### src/rtl/if_fetch_unit.sv
// Instruction-fetch stage: owns the PC, drives a 1-cycle-latency instruction memory, feeds IF/ID.
// Latency: a fetched word is presented the cycle after its request; redirect kills the current slot in the same cycle.
// Backpressure: STALL freezes the presented word in a one-entry skip buffer and suppresses new requests.
//
// Ports:
//   CLK, RESET_N          clock, asynchronous active-low reset
//   STALL                 IF/ID not loading this cycle
//   REDIRECT, REDIRECT_PC control-flow change from EX and its target (bits [1:0] ignored)
//   iaddr, ireq           instruction memory address / read enable
//   idata_mem             memory read data, one cycle after ireq
//   PC_IF, idata_IF       presented instruction PC and word (NOP when not valid)
//   VALID_IF              presented instruction is real
module if_fetch_unit #(
  parameter int              size     = 32,
  parameter logic [size-1:0] RESET_PC = '0,
  parameter logic [size-1:0] NOP      = size'(32'h00000013)
) (
  input  logic            CLK,
  input  logic            RESET_N,
  input  logic            STALL,
  input  logic            REDIRECT,
  input  logic [size-1:0] REDIRECT_PC,
  output logic [size-1:0] iaddr,
  output logic            ireq,
  input  logic [size-1:0] idata_mem,
  output logic [size-1:0] PC_IF,
  output logic [size-1:0] idata_IF,
  output logic            VALID_IF
);

  localparam logic [size-1:0] PC_STEP = size'(4);

  typedef enum logic [1:0] {
    ST_BOOT,
    ST_RUN,
    ST_HOLD
  } state_t;

  state_t          state_q, state_d;
  logic [size-1:0] pc_req_q, pc_req_d;
  logic [size-1:0] pc_resp_q, pc_resp_d;
  logic            resp_valid_q, resp_valid_d;
  logic [size-1:0] hold_pc_q, hold_pc_d;
  logic [size-1:0] hold_data_q, hold_data_d;
  logic            hold_valid_q, hold_valid_d;

  logic            req_en;
  logic [size-1:0] req_addr;
  logic [size-1:0] out_pc;
  logic [size-1:0] out_dat;
  logic            out_vld;

  logic [size-1:0] redir_addr;
  logic            redir_take;
  logic            redir_lsb_unused;

  // Targets are word aligned; the low two bits of the redirect target carry no information.
  assign redir_addr       = {REDIRECT_PC[size-1:2], 2'b00};
  assign redir_lsb_unused = ^REDIRECT_PC[1:0];
  // The boot request is already in flight to RESET_PC, so a redirect there is dropped.
  assign redir_take       = REDIRECT && (state_q != ST_BOOT);

  always_comb begin
    state_d      = state_q;
    pc_req_d     = pc_req_q;
    pc_resp_d    = pc_resp_q;
    // A response is only expected the cycle after a request was actually issued.
    resp_valid_d = 1'b0;
    hold_pc_d    = hold_pc_q;
    hold_data_d  = hold_data_q;
    hold_valid_d = hold_valid_q;
    req_en       = 1'b0;
    req_addr     = pc_req_q;
    out_pc       = '0;
    out_dat      = NOP;
    out_vld      = 1'b0;

    case (state_q)
      ST_BOOT: begin
        req_en       = 1'b1;
        req_addr     = RESET_PC;
        state_d      = ST_RUN;
        pc_resp_d    = RESET_PC;
        resp_valid_d = 1'b1;
        pc_req_d     = RESET_PC + PC_STEP;
      end

      ST_RUN: begin
        out_pc  = pc_resp_q;
        out_vld = resp_valid_q;
        out_dat = resp_valid_q ? idata_mem : NOP;
        req_en  = !STALL;
        if (req_en) begin
          pc_req_d     = pc_req_q + PC_STEP;
          pc_resp_d    = pc_req_q;
          resp_valid_d = 1'b1;
        end
        // Memory data is only on the bus this one cycle, so a stalled real
        // instruction must be parked or it would be lost.
        if (STALL && resp_valid_q) begin
          hold_pc_d    = pc_resp_q;
          hold_data_d  = idata_mem;
          hold_valid_d = 1'b1;
          state_d      = ST_HOLD;
        end
      end

      ST_HOLD: begin
        out_pc  = hold_pc_q;
        out_dat = hold_data_q;
        out_vld = hold_valid_q;
        // On release the held word is consumed this cycle while the next
        // request goes out, so its data lands right behind without a gap.
        if (!STALL) begin
          req_en       = 1'b1;
          pc_req_d     = pc_req_q + PC_STEP;
          pc_resp_d    = pc_req_q;
          resp_valid_d = 1'b1;
          hold_valid_d = 1'b0;
          state_d      = ST_RUN;
        end
      end

      default: begin
        state_d = ST_BOOT;
      end
    endcase

    // Redirect wins over stall: whatever is presented now is wrong-path.
    if (redir_take) begin
      out_vld      = 1'b0;
      out_dat      = NOP;
      req_en       = 1'b1;
      req_addr     = redir_addr;
      pc_resp_d    = redir_addr;
      resp_valid_d = 1'b1;
      pc_req_d     = redir_addr + PC_STEP;
      hold_valid_d = 1'b0;
      state_d      = ST_RUN;
    end
  end

  always_ff @(posedge CLK or negedge RESET_N) begin
    if (!RESET_N) begin
      state_q      <= ST_BOOT;
      pc_req_q     <= RESET_PC;
      pc_resp_q    <= RESET_PC;
      resp_valid_q <= 1'b0;
      hold_pc_q    <= '0;
      hold_data_q  <= NOP;
      hold_valid_q <= 1'b0;
    end else begin
      state_q      <= state_d;
      pc_req_q     <= pc_req_d;
      pc_resp_q    <= pc_resp_d;
      resp_valid_q <= resp_valid_d;
      hold_pc_q    <= hold_pc_d;
      hold_data_q  <= hold_data_d;
      hold_valid_q <= hold_valid_d;
    end
  end

  // The reset state equals the boot state except that no request may leave
  // the block while reset is asserted.
  assign ireq     = req_en && RESET_N;
  assign iaddr    = req_addr;
  assign PC_IF    = out_pc;
  assign idata_IF = out_dat;
  assign VALID_IF = out_vld;

endmodule

### config.mk
export PLATFORM = sky130hd
export DESIGN_NAME = if_fetch_unit
export DESIGN_NICKNAME = d
export VERILOG_FILES = /design/src/rtl/if_fetch_unit.sv
export SDC_FILE = /design/constraint.sdc
export NUM_CORES = 1
export LEC_CHECK = 0
export ABC_CLOCK_PERIOD_IN_PS = 3700
export CAP_MARGIN = 20
export CORE_ASPECT_RATIO = 0.9
export CORE_MARGIN = 2
export CORE_UTILIZATION = 55
export DETAILED_ROUTE_END_ITERATION = 6
export PLACE_DENSITY = 0.85
export SLEW_MARGIN = 20
export SYNTH_ARGS = -nofsm -noshare
export SYNTH_HDL_FRONTEND = slang
export SYNTH_SLANG_ARGS = --single-unit
### constraint.sdc
create_clock -name CLK -period 3.7 [get_ports CLK]
set_input_delay 0.37 -clock CLK [delete_from_list [all_inputs] [get_ports CLK]]
set_output_delay 0.37 -clock CLK [all_outputs]
set_load 0.05 [all_outputs]
## Word-level counts from Yosys, hierarchy flattened

Cells that the tools add are included.

| word-level totals | value |
|---|---|
| output and inout port bits | 98 |
| register bits after elaboration | 132 |
| word-level logic and storage cells | 54 |
| bits of input ports | 68 |

| operators by class | value |
|---|---|
| eq/ne operators | 5 |
| multiplexer cells | 27 |
| add/sub/neg operators | 2 |
| reductions and logical operators | 13 |

Operators with widths:

| kind | number |
|---|---|
| $mux 32 | 8 |
| $pmux 32 s2 | 4 |
| $add 32x3->32 const B | 2 |
| $mux 1 | 7 |
| $mux 2 | 3 |
| $ne 3x3->1 const B | 2 |
| $pmux 1 s2 | 3 |
| $pmux 2 s3 | 1 |
| $reduce_and 2->1 | 3 |
| $reduce_bool 3->1 | 2 |
| $logic_and 1x1->1 | 3 |
| $ne 3x2->1 const B | 1 |
| $pmux 1 s3 | 1 |
| $reduce_and 3->1 | 1 |
| $eq 2x1->1 const B | 1 |
| $eq 2x2->1 const B | 1 |
| $logic_not 2->1 | 1 |
| $reduce_bool 2->1 | 1 |
| $reduce_or 2->1 | 1 |
| $logic_not 1->1 | 1 |

## Longest topological paths before layout

| logic depth | value |
|---|---|
| depth after elaboration | 4 |
| depth in mapped cells | 10 |
| mapped depth without buffers | 7 |

## Worst setup path after synthesis

No wires, ideal clock.

| timing | value |
|---|---|
| path type | reg-to-output |
| start point | reg state_q[1] |
| end point | out PC_IF[1] |
| arrival time | 2.413 ns |
| data required time | 3.330 ns |
| buffers on the path | 3 |
| slack | 0.917 ns |
| cell stages (with the launch flop) | 8 |
| path through | dfrtp_1 -> inv_1 -> ha_1 -> clkbuf_1 -> clkbuf_1 -> a22oi_1 -> nor2b_1 -> buf_4 |

| on the way | value |
|---|---|
| cells in the longest elaborated chain, start to end | 2 |
| elaborated cells between the ends (all ways) | 3 |
| those cells by class | eq/ne: 2; mux: 1 |

Ends and longest elaborated chain:

| item | RTL line | text |
|---|---|---|
| from (decl) | 39 | `state_t state_q, state_d;` |
| from (signal assigned) | 153 | `state_q <= state_d;` |
| $eq 2x2->1 or $eq 2x1->1 (tied branches) | 78 | `case (state_q)` |
| $pmux 32 s2 * | 78 |  |
| to (decl) | 26 | `output logic [size-1:0] PC_IF,` |

Mark *: on every way between the ends. The rest lies on a longest branch, timed or not.

## Worst setup path in the final report

| timing | value |
|---|---|
| start point | reg state_q[0] |
| end point | out PC_IF[29] |

The elaborated chain is that of the path after synthesis.

==> flow_metrics.tcl <==
set metrics [dict create \
    drc 0 \
    postCtsSetupBuffers 0 \
    postRouteWirelength_um 23500 \
    grt_util_met2_pct 46.5 \
    netlist_instances 866 \
    multiInputGateArea_sq_mm 0.00435 \
    htree_levels 4 \
    end_kind "output pin" \
    cp_max_fo 25 \
    vdd_drop_max_v 0.000646 \
    cts_resized 0 \
    gr-usage-met1_pct 45.9 \
    core_sq_mm 0.0141 \
    grt_first_pass_wirelength_um 37700 \
    antenna_found_initial 0 \
    max_freq_ghz 0.307 \
    synth_edf_count 0 \
    clock_latency_ps 420 \
    grt.total_usage_pct 31.1 \
    die-area_sq_mm 0.0154 \
    cp-start-kind "flop" \
    synth.top_cell.area_share_pct 39.5 \
    final_max_slew_viol_count 0 \
    holdBufCountCts 0 \
    setup_viol_count_final 0 \
    clkSlewWorstSetupHoldPaths_ps 50 \
    avgSynthCellArea_sq_um 9.15 \
    viasPerCell 6.33 \
    ys_types 58 \
    ios 166 \
    intPower_uw 5900 \
    min_period_ps 3260 \
    clock-root-buffer "clkbuf_16" \
    drt-pass1-iter-count 5 \
    critPathKind "reg2out" \
    rsz0062_at_grt "false" \
    met3_usage_pct 6.55 \
    start_util_pct 56.4 \
    syn_to_final_growth_pct 32.1 \
    status "finished clean" \
    wl_per_cell_um 19.9 \
    ys_seq_elements 128 \
    cts_sinks 128 \
    layout_common_cells "125 x dfrtp_1, 125 x clkdlybuf4s50_1, 112 x nor2_1" \
    cts_tree "built" \
    power.density_mw_per_mm2 1120 \
    p_sw_uw 5770 \
    place_congestion 0.999 \
    ant_nets 0 \
    p_leak_uw 0.00419 \
    overflow 0 \
    hold_class "in2async" \
    drive_gt1_share_pct 17.0 \
    worstRegToRegCells 8 \
    p_comb_share_pct 61.4 \
    drtIter0Drc 1029 \
    vias 7497 \
    hold_viol 0 \
    seq_power_share_pct 24.7 \
    die_width_um 131 \
    timing.setup.tns_ps 0 \
    grt.busiest_layer "met2" \
    nFillCells 1001 \
    clock-skew-final_ps 5.79 \
    drv_cap 0 \
    power_uw 11700 \
    grt_pass1_vias 6999 \
    cp_data_required_time_ps 3330 \
    worstPathArrival_ps 2890 \
    grt_max_degree 129 \
    max-slew-margin-rel_pct 33.9 \
    yosysWarnings 0 \
    ff_latch_area_sq_mm 0.00321 \
    portBuffers 161 \
    std_cell_rows 41 \
    hpwl_um 16100 \
    p_sw_share_pct 49.4 \
    pwr-share-clk_pct 13.9 \
    insertedDiodeCount 0 \
    ctsLongestPathBuffers 2 \
    synthArstFlopShare_pct 100 \
    yosys.area.top_type "dfrtp_1" \
    synth-main-ff-cell "dfrtp_1" \
    synth.area.top_cells "dfrtp_1 39%, mux2_2 9.1%, a22oi_1 6.3%" \
    dieHeight_um 118 \
    worstMarginPinSlew_ps 983 \
    synth_area_sq_mm 0.00792 \
    numCtsBuffers 17 \
    synth_seq_area_share_pct 40.5 \
    fin_crit_sh_pct 88.0 \
    fin_nets 1055 \
]
==> critical path, cell delays in order (launching register included) <==
cell and delay [ps]:
dfrtp_1 430, inv_1 130, ha_2 520, buf_4 280, a22oi_1 120, nor2b_1 170
clkdlybuf4s50_1 830
==> cell families (layout without fill, tap and decap cells) <==
group	count (synthesis)	in the layout	share of synthesized area [%]
AO/OA/AOI/OAI	192	192	16.9
XOR/XNOR	26	26	2.87
adder cells (fa/ha/maj)	7	7	1.11
buffers and inverters	91	216	4.80
flip-flops	128	128	40.5
multiplexers	96	96	13.1
other	1	2	0.0473
AND/OR/NAND/NOR	325	325	20.7
==> layer usage <==
metal / part of all wire, % / wire, um / up-vias
met1: 42 / 9960 / 3643
met5: 0 / 0 / -
li1: - / - / 3393
met3: 9.5 / 2250 / 44
met2: 46 / 10900 / 417
met4: 1.7 / 411 / 0
==> final cells by class <==
| class | instances | share of cell area (%) |
|---|---|---|
| multi-input combinational | 648 | 41.6 |
| inverter | 7 | 0.251 |
| tap | 193 | 2.31 |
| timing repair buffer | 178 | 19.7 |
| clock inverter | 10 | 1.08 |
| sequential | 128 | 30.7 |
| clock buffer | 21 | 4.40 |
==> state kept, by name (all words and copies together), names as in the netlist <==
| name | cells |
|---|---|
| pc_resp_q | 31 |
| hold_data_q | 32 |
| state_q | 2 |
| resp_valid_q | 1 |
| pc_req_q | 30 |
| hold_valid_q | 1 |
| hold_pc_q | 31 |
==> stage by stage <==
step	instance area (sq um)	worst slack (ps)	util [%]	cells	hold slack, ps
6_report	10500	444	74.4	1185	56.6
2_1_floorplan	7930	917	-	867	74.4
5_1_grt	10500	300	74.4	1185	147
3_3_place_gp	9890	899	70.3	1154	487
3_5_place_dp	9890	819	70.3	1154	493
4_1_cts	10500	441	74.4	1185	148
==> power by group through the flow <==
| stage | combinational (uW) | sequential, uW | clock (uW) |
|---|---|---|---|
| after detailed placement | 7080 | 2850 | 0 |
| after global routing | 7590 | 2960 | 1690 |
| after global placement | 6980 | 2800 | 0 |
| after CTS | 7130 | 2850 | 1630 |
| final | 7160 | 2890 | 1620 |
| after floorplan | 5030 | 2530 | 0 |
==> synthesized netlist by cell type, types with 2 or more instances <==
library cell and count:
buf_2 16, dfstp_2 3, xnor2_1 7, o22ai_1 9
nor4_1 5, and3_1 8, nor2_1 112, xor2_1 19
nor3_1 14, and4_1 2, and2_1 10, a31oi_1 30
nand4_1 22, clkbuf_2 3, a21oi_1 17, nand3_1 38
a221oi_1 7, a22oi_1 66, nor3_2 2, buf_4 4
nor4_4 3, nand4_2 2, a221o_1 5, mux2_2 64
nand2_1 59, clkbuf_1 56, buf_1 5, mux2i_1 32
o221ai_1 4, inv_1 7, o311ai_0 2, o21a_1 6
dfrtp_1 125, o211ai_1 6, o21ai_0 25, nand2b_1 4
nor2b_1 34, a41oi_1 5, ha_1 7, a32oi_1 3
==> worst paths after layout <==
path / from / endpoint / slack (ps)
min reg2reg: hold_pc_q[4] / hold_pc_q[4] / 500
max: state_q[0] / PC_IF[29] / 440
min in group CLK: hold_pc_q[4] / hold_pc_q[4] / 500
max reg2reg: state_q[1] / pc_req_q[11] / 690
max in group asynchronous: RESET_N / hold_data_q[23] / 3040
min: RESET_N / pc_req_q[15] / 60
(Power assumes the default switching activity.)
